[src/rtl/gpio_port_arbiter.sv]
// Two-port round-robin arbiter in front of the single-ported GPIO memory.
// Registers one command per cycle and tracks reads through a 2-stage pipeline.
module gpio_port_arbiter #(
   parameter int unsigned RO_LO = 503,
   parameter int unsigned RO_HI = 505
) (
   input  logic       clk,
   input  logic       rst_n,
   input  logic       req0,
   input  logic       req1,
   input  logic       we0,
   input  logic       we1,
   input  logic [8:0] addr0,
   input  logic [8:0] addr1,
   input  logic [7:0] wdata0,
   input  logic [7:0] wdata1,
   output logic       gnt0,
   output logic       gnt1,
   output logic       rvalid0,
   output logic       rvalid1,
   output logic [7:0] rdata,
   output logic       wr_err0,
   output logic       wr_err1,
   output logic       mem_rw_select,
   output logic [8:0] mem_address,
   output logic [7:0] mem_data_in,
   input  logic [7:0] mem_data_out
);

   localparam logic [8:0] RoLo = 9'(RO_LO);
   localparam logic [8:0] RoHi = 9'(RO_HI);

   logic       last_winner_q, last_winner_d;
   logic       mem_rw_select_q, mem_rw_select_d;
   logic [8:0] mem_address_q, mem_address_d;
   logic [7:0] mem_data_in_q, mem_data_in_d;
   logic       wr_err0_q, wr_err0_d;
   logic       wr_err1_q, wr_err1_d;
   logic       s1_vld_q, s1_vld_d;
   logic       s1_port_q, s1_port_d;
   logic       s2_vld_q, s2_vld_d;
   logic       s2_port_q, s2_port_d;

   logic       any_gnt;
   logic       sel_we;
   logic [8:0] sel_addr;
   logic [7:0] sel_wdata;
   logic       ro_hit;

   always_comb begin
      // last_winner_q = 1 means port 1 won last, so port 0 takes the tie.
      gnt0      = rst_n & req0 & (~req1 | last_winner_q);
      gnt1      = rst_n & req1 & (~req0 | ~last_winner_q);
      any_gnt   = gnt0 | gnt1;
      sel_we    = gnt1 ? we1 : we0;
      sel_addr  = gnt1 ? addr1 : addr0;
      sel_wdata = gnt1 ? wdata1 : wdata0;
      ro_hit    = sel_we && (sel_addr >= RoLo) && (sel_addr <= RoHi);

      last_winner_d   = any_gnt ? gnt1 : last_winner_q;
      mem_rw_select_d = any_gnt & sel_we & ~ro_hit;
      mem_address_d   = any_gnt ? sel_addr : mem_address_q;
      mem_data_in_d   = any_gnt ? sel_wdata : mem_data_in_q;
      wr_err0_d       = gnt0 & ro_hit;
      wr_err1_d       = gnt1 & ro_hit;
      s1_vld_d        = any_gnt & ~sel_we;
      s1_port_d       = gnt1;
      s2_vld_d        = s1_vld_q;
      s2_port_d       = s1_port_q;
   end

   always_ff @(posedge clk or negedge rst_n) begin
      if (!rst_n) begin
         last_winner_q   <= 1'b1;
         mem_rw_select_q <= 1'b0;
         mem_address_q   <= '0;
         mem_data_in_q   <= '0;
         wr_err0_q       <= 1'b0;
         wr_err1_q       <= 1'b0;
         s1_vld_q        <= 1'b0;
         s1_port_q       <= 1'b0;
         s2_vld_q        <= 1'b0;
         s2_port_q       <= 1'b0;
      end else begin
         last_winner_q   <= last_winner_d;
         mem_rw_select_q <= mem_rw_select_d;
         mem_address_q   <= mem_address_d;
         mem_data_in_q   <= mem_data_in_d;
         wr_err0_q       <= wr_err0_d;
         wr_err1_q       <= wr_err1_d;
         s1_vld_q        <= s1_vld_d;
         s1_port_q       <= s1_port_d;
         s2_vld_q        <= s2_vld_d;
         s2_port_q       <= s2_port_d;
      end
   end

   always_comb begin
      mem_rw_select = mem_rw_select_q;
      mem_address   = mem_address_q;
      mem_data_in   = mem_data_in_q;
      wr_err0       = wr_err0_q;
      wr_err1       = wr_err1_q;
      rvalid0       = s2_vld_q & ~s2_port_q;
      rvalid1       = s2_vld_q & s2_port_q;
      rdata         = mem_data_out;
   end

endmodule

[config.mk]
export PLATFORM = sky130hd
export DESIGN_NAME = gpio_port_arbiter
export DESIGN_NICKNAME = d
export VERILOG_FILES = /design/src/rtl/gpio_port_arbiter.sv
export SDC_FILE = /design/constraint.sdc
export NUM_CORES = 1
export LEC_CHECK = 0
export CAP_MARGIN = 0
export CORE_ASPECT_RATIO = 0.8
export CORE_UTILIZATION = 38
export DETAILED_ROUTE_END_ITERATION = 10
export PLACE_DENSITY_LB_ADDON = 0.12
export REMOVE_ABC_BUFFERS = 1
export SLEW_MARGIN = 10
export SYNTH_ARGS = -nofsm -noshare
export SYNTH_HDL_FRONTEND = slang
export SYNTH_SLANG_ARGS = --single-unit
export TNS_END_PERCENT = 30
[constraint.sdc]
create_clock -name clk -period 2.2 [get_ports clk]
set_input_delay 0.33 -clock clk [delete_from_list [all_inputs] [get_ports clk]]
set_output_delay 0.33 -clock clk [all_outputs]
set_load 0.005 [all_outputs]
; ---- After elaboration in Yosys (flattened, before gate mapping)
; Cells that the tools add are included.
[op_classes]
bitwise_logic = 20
n_reduce_logical = 2
order_cmp = 2
n_mux = 3
[ops]
columns = op, n
row1 = bitwise AND 1 bit, 11
row2 = ">= comparator 9 bit, second input constant", 1
row3 = "less-or-equal comparator 9 bit, second input constant", 1
row4 = 2-to-1 mux 9 bit, 1
row5 = 2-to-1 mux 8 bit, 1
row6 = inverter 1 bit, 6
row7 = bitwise OR 1 bit, 3
row8 = logical AND 1 bit, 2
row9 = 2-to-1 mux 1 bit, 1
[word_totals]
reg_bits = 25
output_inout_bits = 32
word_cells = 37

; ---- Longest topological paths before layout
; Gate-level depths: netlist of run 1.
[depth]
depth_word = 9
ltp_mapped = 7
ltp_nobuf = 5

; ---- Worst setup path after synthesis of run 1
; Ideal clock, no wire load.
[synth_timing]
kind = register -> output
from = reg last_winner_q
to = out gnt1
t_required_ns = 1.870
n_path_buf = 2
setup_slack_ns = 0.828
stages_incl_launch_ff = 6
arrival_ns = 1.042
cell_sequence = dfstp_2 -> nand2_1 -> nand3_2 -> buf_4 -> inv_6 -> buf_4
[synth_via]
elab_chain_len = 3
[synth_rtl]
columns = element, line
row1 = start: declaration, 33  ; logic last_winner_q, last_winner_d;
row2 = start signal: assignment, 85  ; last_winner_q <= last_winner_d;
row3 = inverter 1 bit, 53  ; gnt1 = rst_n & req1 & (~req0 | ~last_winner_q);
row4 = bitwise OR 1 bit, 53
row5 = bitwise AND 1 bit, 53
row6 = end: declaration, 18  ; output logic gnt1,
; Every way passes these cells.

; ---- Worst setup path after layout of run 1
[layout_timing]
from = in req0
to = out gnt1
[layout_via]
elab_chain_len = 3
[layout_rtl]
columns = element, line
row1 = start: declaration, 9  ; input logic req0,
row2 = inverter 1 bit, 53
row3 = bitwise OR 1 bit, 53
row4 = bitwise AND 1 bit, 53
; Every way passes these cells.

==> results of run 1 <==
power groups by stage:
stage                     Combinational [mW]  Sequential, mW  Clock [mW]
after detailed placement               0.325           0.558           0
after floorplan                       0.0940           0.559           0
after CTS                              0.326           0.549       0.275
after global routing                   0.353           0.556       0.301
final                                  0.322           0.548       0.264
after global placement                 0.317           0.554           0
per-stage QoR:
step,power [mW],area (µm²),hold WS [ns],worst slack (ns)
after global routing,1.21,1880,0.372,0.157
after CTS,1.15,1880,0.356,0.220
after floorplan,0.653,1100,0.0344,0.863
final,1.13,1880,0.355,0.232
after global placement,0.872,1840,0.334,0.239
after detailed placement,0.882,1840,0.335,0.220
Yosys cell counts:
master     number  area, µm²
a2111oi_4       1       27.5
a21oi_1         1       5.00
a31oi_1        11       68.8
and2_1          1       6.26
and3_1          2       12.5
and4_1          1       8.76
and4b_1         1       10.0
buf_2           3       15.0
buf_4          11       82.6
dfrtp_1        24        601
dfstp_2         1       26.3
inv_1           1       3.75
inv_6           1       8.76
nand2_1        22       82.6
nand2b_1        1       6.26
nand3_1         1       5.00
nand3_2         1       10.0
nand4_1         1       6.26
nand4b_1        1       8.76
nor2_1         27        101
nor2b_1         1       6.26
nor3b_1         1       7.51
nor4b_2         1       15.0
o2111ai_1       1       8.76
o21a_1          1       7.51
o22ai_1         8       50.1
or3b_4          1       11.3
cell families (layout without fill, tap and decap cells):
group,count (synthesis),after routing,synth area share
buf+inv,16,76,0.0916
compound gates,23,23,0.139
flops,25,25,0.521
simple gates,63,63,0.248
worst max path at each step:
stage                        startpoint       endpoint  slack, ns  cells past startpoint
after detailed placement           req0           gnt1       0.22                      5
final                              req0           gnt1       0.23                      5
after floorplan           last_winner_q  mem_rw_select       0.86                      5
after CTS                          req0           gnt1       0.22                      5
after global placement             req0           gnt1       0.24                      5
after global routing               req0           gnt1       0.16                      5
final cells by class:
class	count	area [µm²]	area share
clock buffers	3	41.3	0.0219
flip-flops and latches	25	627	0.333
multi-input cells	86	465	0.247
well taps	38	47.5	0.0253
clock inverters	1	5.00	0.00266
inverters	2	12.5	0.00665
repair buffers	70	683	0.363
layer usage:
metal	vias to the layer above	routed length, µm	track usage
met2	44	1500	0.361
li1	553	-	-
met4	0	16	0.0556
met1	529	1350	0.218
met5	-	0	0
met3	2	196	0.0696
flip-flops by register name, indices dropped and copies added (netlist names):
name / flops
mem_address: 9
mem_data_in: 8
last_winner_q: 1
mem_rw_select: 1
s1_port_q: 1
s1_vld_q: 1
s2_port_q: 1
s2_vld_q: 1
wr_err0: 1
wr_err1: 1
worst max-delay path: cells and delay by family:
kind	cells	cell delay (ns)
and+or+nand+nor	2	0.26
buffers and inverters	3	1.04
cell usage in the layout (no fill, tap or decap), types with 2 or more instances in the layout:
cell type and n:
a31oi_1 11, and3_1 2, buf_4 7, clkbuf_8 3
clkdlybuf4s50_1 63, dfrtp_1 24, nand2_1 22, nor2_1 27
o22ai_1 8
==> results by group, run 1 <==
STA
  – Final worst-path cycle share: 0.895
  – Unrepaired setup endpoints after global routing: no
  – Setup tns final: 0 ns
  – Slew HR: 0.810
  – Fmax: approximately 0.51 GHz
  – Final Skew: 0.00222 ns
  – Final hold viol count: 0
  – Minimum clock period: 1.97 ns
  – Finish-stage setup viols: 0
  – Pins Over Slew Limit: 0
  – Worst slew pin tran: 0.286 ns

Power
  – Leak: 0.778 nW
  – Internal power: 0.846 mW
  – NetSw: 0.289 mW
  – Clk pwr share: 0.233
  – Sw frac: 0.254
  – Pwr dens: 603 nW/µm²
  – Logic gate share of total power: 0.284
  – Flop pwr share: 0.483
  – Maximum VDD drop: 568 µV

Yosys
  – Synth warn: 0
  – Post-Syn Instances: about 130
  – Mapped Area: 1200 µm²
  – Cell variety after synth: 27
  – Mapped Avg Cell Area: 9.47 µm²
  – Seq/Total Area, Yosys: 0.521
  – Synth Register Bits: 25

Drt
  – Total Wirelength: roughly 3.1 mm
  – Via density: between 5 and 6
  – WL/cell: 13.6 µm
  – Drt first-iter violations: 28
  – Drc violations: 0
  – Vias: 1128
  – Pre-Repair DR Iteration Count: 4
  – Antenna viol nets, final: 0

CTS
  – Setup bufs post-CTS: 0
  – CTS resizes: 0
  – Clock Path Buffers: 2
  – Clk pin slew, worst setup/hold paths: approximately 0.080 ns
  – # hold bufs at CTS: 0
  – # clock sinks: 25
  – Root Buffer: clkbuf_8
  – Worst skew pair latency: 0.26 ns
  – Total CTS buffers: 3
  – CTS tree: yes
  – CTS H-tree depth: 1

Worst setup path
  – CP required: between 1.5 and 2 ns
  – Largest stage delay, worst path: 0.49 ns
  – Cell-by-cell trace of the critical path: clkdlybuf4s50_1, nand2_1, nand3_2, inv_6, clkdlybuf4s50_1
  – Critical path type: input port to output port
  – RR Startpoint: last_winner_q
  – Critical path arrival: 1.64 ns
  – CP Capture Type: output port
  – Worst-path maximum fanout: 5
  – Slowest-stage cell, CP: clkdlybuf4s50_1
  – Most frequent CP cell: clkdlybuf4s50_1
  – Reg2reg end: mem_rw_select
  – Reg2reg setup slack: 0.80 ns
  – Crit path launch type: input port
  – Cells on worst reg2reg path: 5

Worst hold path
  – Worst Hold End: s2_vld_q
  – Hold_sp: s1_vld_q
  – Worst Hold Depth: 0
  – Class of the worst hold path: flip-flop to flip-flop

Placed design
  – Post-DP HPWL: 2.46 mm
  – Placer Congestion: 0.754
  – Placed cells: 221
  – Port Buffers: 63

Finish
  – End-of-flow core utilization: 0.655
  – Inserted Diodes: 0
  – Non-Filler Instances: 225
  – Area grow syn2layout: 56.5%
  – Final net count: ~240
  – Share of layout cells above drive strength 1: 0.0909
  – Filler cells: 252

Outcome
  – Outcome: finished clean

GRT
  – Vias in the first global route: 1193
  – Initial antenna violation count: 0
  – Largest net degree at the start of global routing: 21
  – Tot GR Track Use: 0.198
  – First-pass GRT wire length: 5.04 mm
  – Grt ovf: 0

Floorplanning
  – Top Ports: 80
  – Site Rows: 17
  – DIE HEIGHT: 52.3 µm
  – Initial core utilization: 0.419
  – Core Region: between 2000 and 3000 µm²
  – Die area: 3390 µm²
  – Chip Width: 64.9 µm

Flow run
  – Maximum capacitance violations: 0
(Power assumes the default switching activity.)
==> run 2: changes to the inputs <==
REMOVE_ABC_BUFFERS = unset   (was 1)
==> results by group, run 2 (synthesis results as in run 1) <==
Outcome
  – Outcome: finished clean (unchanged)

Finish
  – Inserted Diodes: 0 (unchanged)
  – Commonest non-fill, non-tap cell in the layout: clkdlybuf4s50_1 (unchanged)
  – Share of layout cells above drive strength 1: 0.0860 (was 0.0909)
  – Final Cell Area: 1880 µm² (about the same)
  – Area of the multi-input gates: 465 µm² (unchanged)
  – Area grow syn2layout: 56.1% (was 56.5%)
  – Number of flip-flops in the largest register: 9 (unchanged)
  – Commonest non-fill, non-tap cells in the layout: clkdlybuf4s50_1, nor2_1, dfrtp_1 (unchanged)
  – Final net count: 235 (was 236)
  – Filler cells: 250 (was 252)
  – Sequential cell area: 627 µm² (unchanged)

Power
  – Internal power: 0.847 mW (was 0.846 mW)
  – Leak: 0.770 nW (was 0.778 nW)
  – Sw frac: 0.260 (was 0.254)
  – Clk pwr share: 0.239 (was 0.233)
  – Logic gate share of total power: 0.283 (was 0.284)
  – Flop pwr share: 0.478 (was 0.483)
  – NetSw: 0.298 mW (was 0.289 mW)
  – Maximum VDD drop: 528 µV (was 568 µV)
  – Pwr dens: 610 nW/µm² (was 603 nW/µm²)

CTS
  – # clock sinks: 25 (unchanged)
  – # hold bufs at CTS: 0 (unchanged)
  – CTS resizes: 0 (unchanged)
  – Clock Path Buffers: 2 (unchanged)
  – Clk pin slew, worst setup/hold paths: 0.09 ns (was 0.08 ns)
  – Setup bufs post-CTS: 0 (unchanged)
  – Worst skew pair latency: 0.27 ns (was 0.26 ns)
  – CTS H-tree depth: 1 (unchanged)
  – Root Buffer: clkbuf_8 (unchanged)
  – CTS tree: yes (unchanged)
  – Total CTS buffers: 3 (unchanged)

Placed design
  – Port Buffers: 63 (unchanged)
  – Placer Congestion: 0.825 (was 0.754)
  – Post-DP HPWL: 2.52 mm (was 2.46 mm)
  – Placement-stage cell area: 1830 µm² (was 1840 µm²)

STA
  – Final hold viol count: 0 (unchanged)
  – Final worst-path cycle share: 0.905 (was 0.895)
  – Pins Over Slew Limit: 0 (unchanged)
  – Finish-stage setup viols: 0 (unchanged)
  – Slew HR: 0.789 (was 0.810)
  – Minimum clock period: 1.99 ns (was 1.97 ns)
  – Worst slew pin tran: 0.317 ns (was 0.286 ns)
  – Final Skew: 0.00239 ns (was 0.00222 ns)
  – Unrepaired setup endpoints after global routing: no (unchanged)
  – Fmax: 0.502 GHz (was 0.508 GHz)
  – Hold_ws: 0.354 ns (was 0.355 ns)
  – Setup tns final: 0 ns (unchanged)

GRT
  – Tot GR Track Use: 0.199 (was 0.198)
  – Grt ovf: 0 (unchanged)
  – Initial antenna violation count: 0 (unchanged)
  – Vias in the first global route: 1070 (was 1193)
  – First-pass GRT wire length: 5.00 mm (was 5.04 mm)
  – Largest net degree at the start of global routing: 28 (was 21)

Floorplanning
  – Die area: 3390 µm² (unchanged)
  – Top Ports: 80 (unchanged)
  – Chip Width: 64.9 µm (unchanged)
  – Site Rows: 17 (unchanged)
  – Initial core utilization: 0.419 (unchanged)
  – Core Region: 2870 µm² (unchanged)
  – DIE HEIGHT: 52.3 µm (unchanged)

Flow run
  – Maximum capacitance violations: 0 (unchanged)

Worst setup path
  – Crit path launch type: input port (unchanged)
  – Critical path arrival: 1.66 ns (was 1.64 ns)
  – CP required: 1.87 ns (about the same)
  – CP Capture Type: output port (unchanged)
  – Worst-path maximum fanout: 5 (unchanged)
  – Critical path type: input port to output port (unchanged)

Worst hold path
  – Class of the worst hold path: flip-flop to flip-flop (unchanged)

Drt
  – Pre-Repair DR Iteration Count: 4 (unchanged)
  – WL/cell: 14.4 µm (was 13.6 µm)
  – Drt first-iter violations: 42 (was 28)
  – Total Wirelength: 3.23 mm (was 3.07 mm)
  – Antenna viol nets, final: 0 (unchanged)
  – Via density: 5.00 (was 5.01)
  – Vias: 1119 (was 1128)
  – Drc violations: 0 (unchanged)

Yosys
  – Synthesized net count: 175
[run 2: cell count changes in the layout (fill, tap and decap cells not counted), sizes merged]
cell	before	now
clkinv	1	0
buf	7	6
clkinvlp	0	1
[run 2: layout make-up]
cell class | count | share of cell area
timing repair buffer | 69 | 0.360
sequential | 25 | 0.334
multi-input combinational | 86 | 0.248
clock inverter | 1 | 0.00400
inverter | 2 | 0.00667
tap | 38 | 0.0253
clock buffer | 3 | 0.0220
[run 2: worst max-delay path, cell delays in order]
cell and delay [ns]:
clkdlybuf4s50_1 0.48, nand2_1 0.14, nand3_2 0.14, inv_6 0.08, clkdlybuf4s50_1 0.49
[run 2: stage by stage]
step | power, mW | setup WS (ns) | util | cells
floorplan | 0.673 | 0.828 | - | 127
global placement | 0.872 | 0.245 | 0.637 | 220
global route | 1.20 | 0.135 | 0.654 | 224
detailed placement | 0.882 | 0.195 | 0.637 | 220
finish | 1.14 | 0.209 | 0.654 | 224
CTS | 1.16 | 0.194 | 0.654 | 224
[run 2: path summary, 6_finish.rpt]
path,start,to,slack [ns],depth (start not counted)
max reg2reg,last_winner_q,mem_rw_select,0.76,5
min,s1_port_q,s2_port_q,0.35,0
max in group asynchronous,rst_n,s1_port_q,1.47,2
max,req0,gnt1,0.21,5
min reg2reg,s1_port_q,s2_port_q,0.35,0
min in group asynchronous,rst_n,wr_err1,0.46,2
[run 2: power groups by stage]
stage	combinational (mW)	clock (mW)	sequential, mW
floorplan	0.114	0	0.559
global placement	0.318	0	0.554
detailed placement	0.326	0	0.557
CTS	0.327	0.281	0.547
global route	0.352	0.298	0.554
finish	0.324	0.274	0.547
[run 2: routing by layer]
layer | up-vias | global-route usage | share of wire
met1 | 532 | 0.252 | 0.47
met5 | - | 0 | 0
met2 | 33 | 0.351 | 0.48
li1 | 552 | - | -
met3 | 2 | 0.0543 | 0.055
met4 | 0 | 0.0222 | 0.0022
